## src/rtl/rv_mem_bridge.sv

```systemverilog
// Memory bridge: posts core stores into a write buffer and serialises
// stores, loads and fetches onto a single req/ack word bus.
module rv_mem_bridge #(
  parameter int DPWIDTH = 32,
  parameter int WBDEPTH = 4,
  localparam int CW = $clog2(WBDEPTH + 1),
  localparam int PW = $clog2(WBDEPTH)
) (
  input  logic               clk,
  input  logic               rst,
  input  logic               ireq,
  input  logic [DPWIDTH-1:0] imem_addr,
  output logic [DPWIDTH-1:0] imem_datain,
  input  logic               dreq,
  input  logic               memrw,
  input  logic [DPWIDTH-1:0] dmem_addr,
  input  logic [DPWIDTH-1:0] dmem_dataout,
  output logic [DPWIDTH-1:0] dmem_datain,
  output logic               stall,
  output logic               bus_req,
  output logic               bus_we,
  output logic [DPWIDTH-1:0] bus_addr,
  output logic [DPWIDTH-1:0] bus_wdata,
  input  logic               bus_ack,
  input  logic [DPWIDTH-1:0] bus_rdata,
  output logic [CW-1:0]      wb_count
);

  typedef enum logic [2:0] {
    IDLE, WR, RD_D, RD_I, RESP_D, RESP_I
  } state_e;

  localparam logic [DPWIDTH-1:0] AMASK = ~DPWIDTH'(3);

  logic [DPWIDTH-1:0] wb_addr_q [WBDEPTH];
  logic [DPWIDTH-1:0] wb_data_q [WBDEPTH];

  state_e             state_q, state_d;
  logic [PW-1:0]      wr_ptr_q, wr_ptr_d;
  logic [PW-1:0]      rd_ptr_q, rd_ptr_d;
  logic [CW-1:0]      cnt_q, cnt_d;
  logic               req_q, req_d;
  logic               we_q, we_d;
  logic [DPWIDTH-1:0] addr_q, addr_d;
  logic [DPWIDTH-1:0] wdata_q, wdata_d;
  logic [DPWIDTH-1:0] imem_q, imem_d;
  logic [DPWIDTH-1:0] dmem_q, dmem_d;
  logic               d_done_q, d_done_d;

  logic full, empty, rd_d, push, pop;

  always_comb begin
    full  = (cnt_q == CW'(WBDEPTH));
    empty = (cnt_q == '0);
    rd_d  = dreq & ~memrw;
    push  = dreq & memrw & ~full;
    pop   = (state_q == WR) & bus_ack;
    // d_done marks a load already answered while a fetch is still owed
    stall = rst & ((dreq & memrw & full)
          | (rd_d & ~d_done_q & (state_q != RESP_D))
          | (ireq & (state_q != RESP_I)));
  end

  always_comb begin
    state_d  = state_q;
    req_d    = req_q;
    we_d     = we_q;
    addr_d   = addr_q;
    wdata_d  = wdata_q;
    imem_d   = imem_q;
    dmem_d   = dmem_q;
    d_done_d = d_done_q;
    wr_ptr_d = wr_ptr_q + PW'(push);
    rd_ptr_d = rd_ptr_q + PW'(pop);
    cnt_d    = cnt_q + CW'(push) - CW'(pop);
    unique case (state_q)
      IDLE: begin
        if (!empty) begin
          state_d = WR;
          req_d   = 1'b1;
          we_d    = 1'b1;
          addr_d  = wb_addr_q[rd_ptr_q] & AMASK;
          wdata_d = wb_data_q[rd_ptr_q];
        end else if (rd_d && !d_done_q) begin
          state_d = RD_D;
          req_d   = 1'b1;
          we_d    = 1'b0;
          addr_d  = dmem_addr & AMASK;
        end else if (ireq) begin
          state_d = RD_I;
          req_d   = 1'b1;
          we_d    = 1'b0;
          addr_d  = imem_addr & AMASK;
        end
      end
      WR: if (bus_ack) begin
        state_d = IDLE;
        req_d   = 1'b0;
        we_d    = 1'b0;
      end
      RD_D: if (bus_ack) begin
        state_d = RESP_D;
        req_d   = 1'b0;
        dmem_d  = bus_rdata;
      end
      RD_I: if (bus_ack) begin
        state_d = RESP_I;
        req_d   = 1'b0;
        imem_d  = bus_rdata;
      end
      RESP_D: begin
        state_d  = IDLE;
        d_done_d = ireq;
      end
      RESP_I: begin
        state_d  = IDLE;
        d_done_d = 1'b0;
      end
      default: state_d = IDLE;
    endcase
  end

  always_ff @(posedge clk) begin
    if (push) begin
      wb_addr_q[wr_ptr_q] <= dmem_addr;
      wb_data_q[wr_ptr_q] <= dmem_dataout;
    end
  end

  always_ff @(posedge clk or negedge rst) begin
    if (!rst) begin
      state_q  <= IDLE;
      wr_ptr_q <= '0;
      rd_ptr_q <= '0;
      cnt_q    <= '0;
      req_q    <= 1'b0;
      we_q     <= 1'b0;
      addr_q   <= '0;
      wdata_q  <= '0;
      imem_q   <= '0;
      dmem_q   <= '0;
      d_done_q <= 1'b0;
    end else begin
      state_q  <= state_d;
      wr_ptr_q <= wr_ptr_d;
      rd_ptr_q <= rd_ptr_d;
      cnt_q    <= cnt_d;
      req_q    <= req_d;
      we_q     <= we_d;
      addr_q   <= addr_d;
      wdata_q  <= wdata_d;
      imem_q   <= imem_d;
      dmem_q   <= dmem_d;
      d_done_q <= d_done_d;
    end
  end

  assign bus_req     = req_q;
  assign bus_we      = we_q;
  assign bus_addr    = addr_q;
  assign bus_wdata   = wdata_q;
  assign imem_datain = imem_q;
  assign dmem_datain = dmem_q;
  assign wb_count    = cnt_q;

endmodule

```

## config.mk

```make
export PLATFORM = sky130hd
export DESIGN_NAME = rv_mem_bridge
export DESIGN_NICKNAME = d
export VERILOG_FILES = /design/src/rtl/rv_mem_bridge.sv
export SDC_FILE = /design/constraint.sdc
export NUM_CORES = 1
export LEC_CHECK = 0
export CORE_UTILIZATION = 50
export DETAILED_ROUTE_END_ITERATION = 8
export PLACE_DENSITY = 0.77
export SETUP_SLACK_MARGIN = 0.05
export SLEW_MARGIN = 15
export SYNTH_ARGS = -nofsm -noshare
export SYNTH_HDL_FRONTEND = slang
export SYNTH_SLANG_ARGS = --single-unit
```

## constraint.sdc

```tcl
create_clock -name clk -period 16.35 [get_ports clk]
set_input_delay 3.27 -clock clk [delete_from_list [all_inputs] [get_ports clk]]
set_output_delay 3.27 -clock clk [all_outputs]
set_load 0.05 [all_outputs]
```

==> results by stage <==
Detailed routing:
- In this run the remaining antenna-violating nets after routing total 0.
- The number of vias per cell is 5.50.
- The detailed router finished its first iteration with 467 violations.
- For this run, design rule violations remaining after detail routing come to 0.
- Summed over all layers, the routed wires come to 32600 um.
- The wire length per cell after detailed routing is 21.0 um.
- The first-pass iteration count of the detailed router is 5.
- The final route contains 8553 vias.

Clock network:
- The worst-skew pair later-pin latency is 0.52 ns.
- The post-cts repair resize count is 0.
- The TritonCTS buffer count is 39.
- The worst-case clock buffer depth is 3.
- The buffer count from post-CTS setup fixing is 0.
- The number of hold buffers added after cts is 0.
- In this run the clock root is driven by a clkbuf_16.
- Clock-pin slew was measured on the worst setup and hold paths at 0.05 ns.
- The tree built by TritonCTS fans out to 387 sinks.
- TritonCTS built the clock tree.
- The maximum level of the CTS H-tree is 2.

Floorplan:
- The number of rows in the core area is 62.
- The floorplan step defined a core boundary enclosing 29000 sq um.
- The die is 175 um wide.
- For this configuration, the core starts out at a cell density of 0.514.
- In this run the count of I/O pins placed on the die edge is 268.
- The floorplan step defined a die boundary enclosing 30500 sq um.
- The chip height is 175 um.

Hold path:
- The worst min-delay path class is reg2reg.
- Counting instances, the worst hold path has a depth of 2.
- The worst hold path begins at bus_wdata[28]$_DFFE_PN0P_.
- The end of the worst hold path is bus_wdata[28]$_DFFE_PN0P_.

Power and ir drop:
- Power spread over the standard cell area amounts to 205 nW/um^2.
- The total power draw is 3.92 mW.
- The maximum resistive drop on vdd is 149 uV.
- In this run the static leakage power is 7.03 nW.

Synthesis:
- Of the post-synthesis cell area, the dominant cell type holds 0.499.
- Of the synthesized area, sequential elements account for 0.732.
- In the synthesized netlist, the cells that appear most often are 248 x edfxtp_1, 139 x dfrtp_1, 135 x nand2_1.
- The Yosys step of the flow raised 0 warnings.
- The most used flip-flop cell after synthesis is edfxtp_1.
- A synthesized cell averages 17.1 sq um.
- By area the synthesized netlist is led by edfxtp_1 50%, dfrtp_1 23%, mux4_2 9.4%.
- Counting every instance in the synthesized netlist gives 874.
- The cell area after synthesis is 14900 sq um.
- Of all cell types, the one taking the most synthesized area is edfxtp_1.
- The synthesized design contains 387 register bits.
- The number of different library cells used by synthesis comes to 39.
- The number of flops mapped to enable cells by yosys is 248.
- The async set-or-reset flop fraction in the synthesized netlist is 0.359.
- edfxtp_1 is the most common cell in the netlist.

Final layout:
- Counting the fill cells in the layout gives 2045.
- In the final layout, the share of cells above drive strength 1 is 0.174.
- At the end of the flow, the number of nets in the layout was 1276.
- Compared with the post-synthesis result, the final layout area differs by 28.4%.

STA:
- The number of endpoints with negative hold slack in the final report is 0.
- The transition time at the pin with the least slew margin is 1.03 ns.
- The worst clock skew on the final layout is 0.0156 ns.
- The final-layout setup total negative slack is 0 ns.
- The final critical-path share of the clock period is 0.543.
- The count of pins over their slew limit is 0.
- The clock period could shrink to 8.88 ns.
- The worst slew margin relative to its limit is 0.313.
- The worst hold slack after final layout is 0.477 ns.
- The highest clock frequency the design can meet is 113 MHz.
- Setup repair after global routing left no endpoint under its margin.
- Setup violations remaining at the end of the flow were counted as 0.

Setup path:
- The type of element launching the critical path is an input pin.
- Of all nets on the critical path, the largest fanout is 5.
- In this run the critical register-to-register path is launched from wb_count[0]$_DFF_PN0_.
- The required time at the endpoint of the critical path is 13.08 ns.
- At the worst endpoint, the arrival time is 5.61 ns.
- The worst setup path is captured at an output port.
- In this run the critical register-to-register path is captured at wb_data_q[2][27]$_DFFE_PP_.
- The number of cells on the worst reg-to-reg path is 6.
- The worst setup path category is in2out.
- In this run the register-to-register setup slack is 13.57 ns.

GRT:
- The first global-routing pass estimated 50400 um of wire.
- The via count of the first global-routing pass is 8989.
- Summed over all layers, the global routing overflow is 0.
- The number of antenna violations at the first check in global routing is 5.
- The maximum number of pins on one net before global-route repair is 80.
- The total global routing track utilization is 0.217.

Outcome:
- The flow ran to the end, and the final reports show no timing, DRC or antenna violations.

Run:
- Max-cap violations in this run came to 0.

Placement:
- The congestion estimate from routability-driven global placement came to 0.763.
- The count of port buffers added during placement is 261.
- The placed wire-length estimate after detailed placement is 20600 um.
worst max-delay path, stage by stage:
cell	delay, ns
clkdlybuf4s50_1	0.51
nor3b_1	0.51
or3_1	0.19
o21ai_0	0.07
a21boi_0	0.22
clkdlybuf4s50_1	0.83
where the power goes:
part	internal, mW	switching (mW)
clock	0.506	0.346
combinational	0.608	1.01
sequential	1.29	0.166
cell families after synthesis:
| group | synth area share |
|---|---|
| adder cells (fa/ha/maj) | 0.00302 |
| multiplexers | 0.142 |
| buffers and inverters | 0.0186 |
| AO/OA/AOI/OAI | 0.0336 |
| XOR/XNOR | 0.00352 |
| other | 0.000251 |
| AND/OR/NAND/NOR | 0.0666 |
| flip-flops | 0.732 |
cells in the final DEF, fill, tap and decap left out, types with 3 or more instances in the layout:
cell             count
clkdlybuf4s50_1    259
edfxtp_1           248
dfrtp_1            137
nand2_1            135
mux4_2              62
mux2_2              61
clkbuf_16           41
nor2_1              33
a31oi_1             31
nand3b_1            30
o211ai_1            29
buf_4               16
clkbuf_1            12
clkinv_1             8
o21ai_0              6
inv_1                5
xnor2_1              4
a21oi_1              4
diode_2              3
nor3_2               3
or3_1                3
mux2_1               3
clkinv_2             3
bufinv_16            3
flip-flops by register name (all words and copies together), names as in the netlist, 2 cells and up:
name,cells
wb_data_q,128
wb_addr_q,120
bus_wdata,32
dmem_datain,32
imem_datain,32
bus_addr,30
state_q,3
wb_count,3
rd_ptr_q,2
wr_ptr_q,2
final cells by class:
class	instances	area, sq um	area share
sequential	387	10900	0.571
multi-input combinational	429	3760	0.196
timing repair buffer	277	2730	0.142
clock buffer	53	1070	0.0559
tap	384	480	0.0251
clock inverter	17	159	0.00830
inverter	5	18.8	0.000980
antenna	3	7.51	0.000392
metrics by stage:
step	instance area [sq um]	utilization	setup WS [ns]	cells
floorplan	14900	-	7.71	875
global placement	17900	0.618	7.45	1482
detailed placement	17900	0.618	7.49	1482
CTS	19100	0.660	7.48	1552
global route	19100	0.660	7.36	1552
finish	19200	0.660	7.47	1555
routing by layer:
| metal | up-vias | track usage | part of all wire |
|---|---|---|---|
| met5 | - | 0 | 0.00034 |
| met4 | 2 | 0.0562 | 0.020 |
| met3 | 55 | 0.0557 | 0.079 |
| met2 | 317 | 0.375 | 0.50 |
| met1 | 4323 | 0.272 | 0.40 |
| li1 | 3856 | - | - |
how the worst max path moves through the flow:
stage / start / end / slack, ns / depth (start not counted)
floorplan: dreq / wb_addr_q[1][10]$_DFFE_PP_ / 7.71 / 3
global route: dreq / stall / 7.36 / 6
global placement: dreq / stall / 7.45 / 6
detailed placement: dreq / stall / 7.49 / 6
finish: dreq / stall / 7.47 / 6
CTS: dreq / stall / 7.48 / 6
No activity file was read; power rests on OpenSTA's default activity.
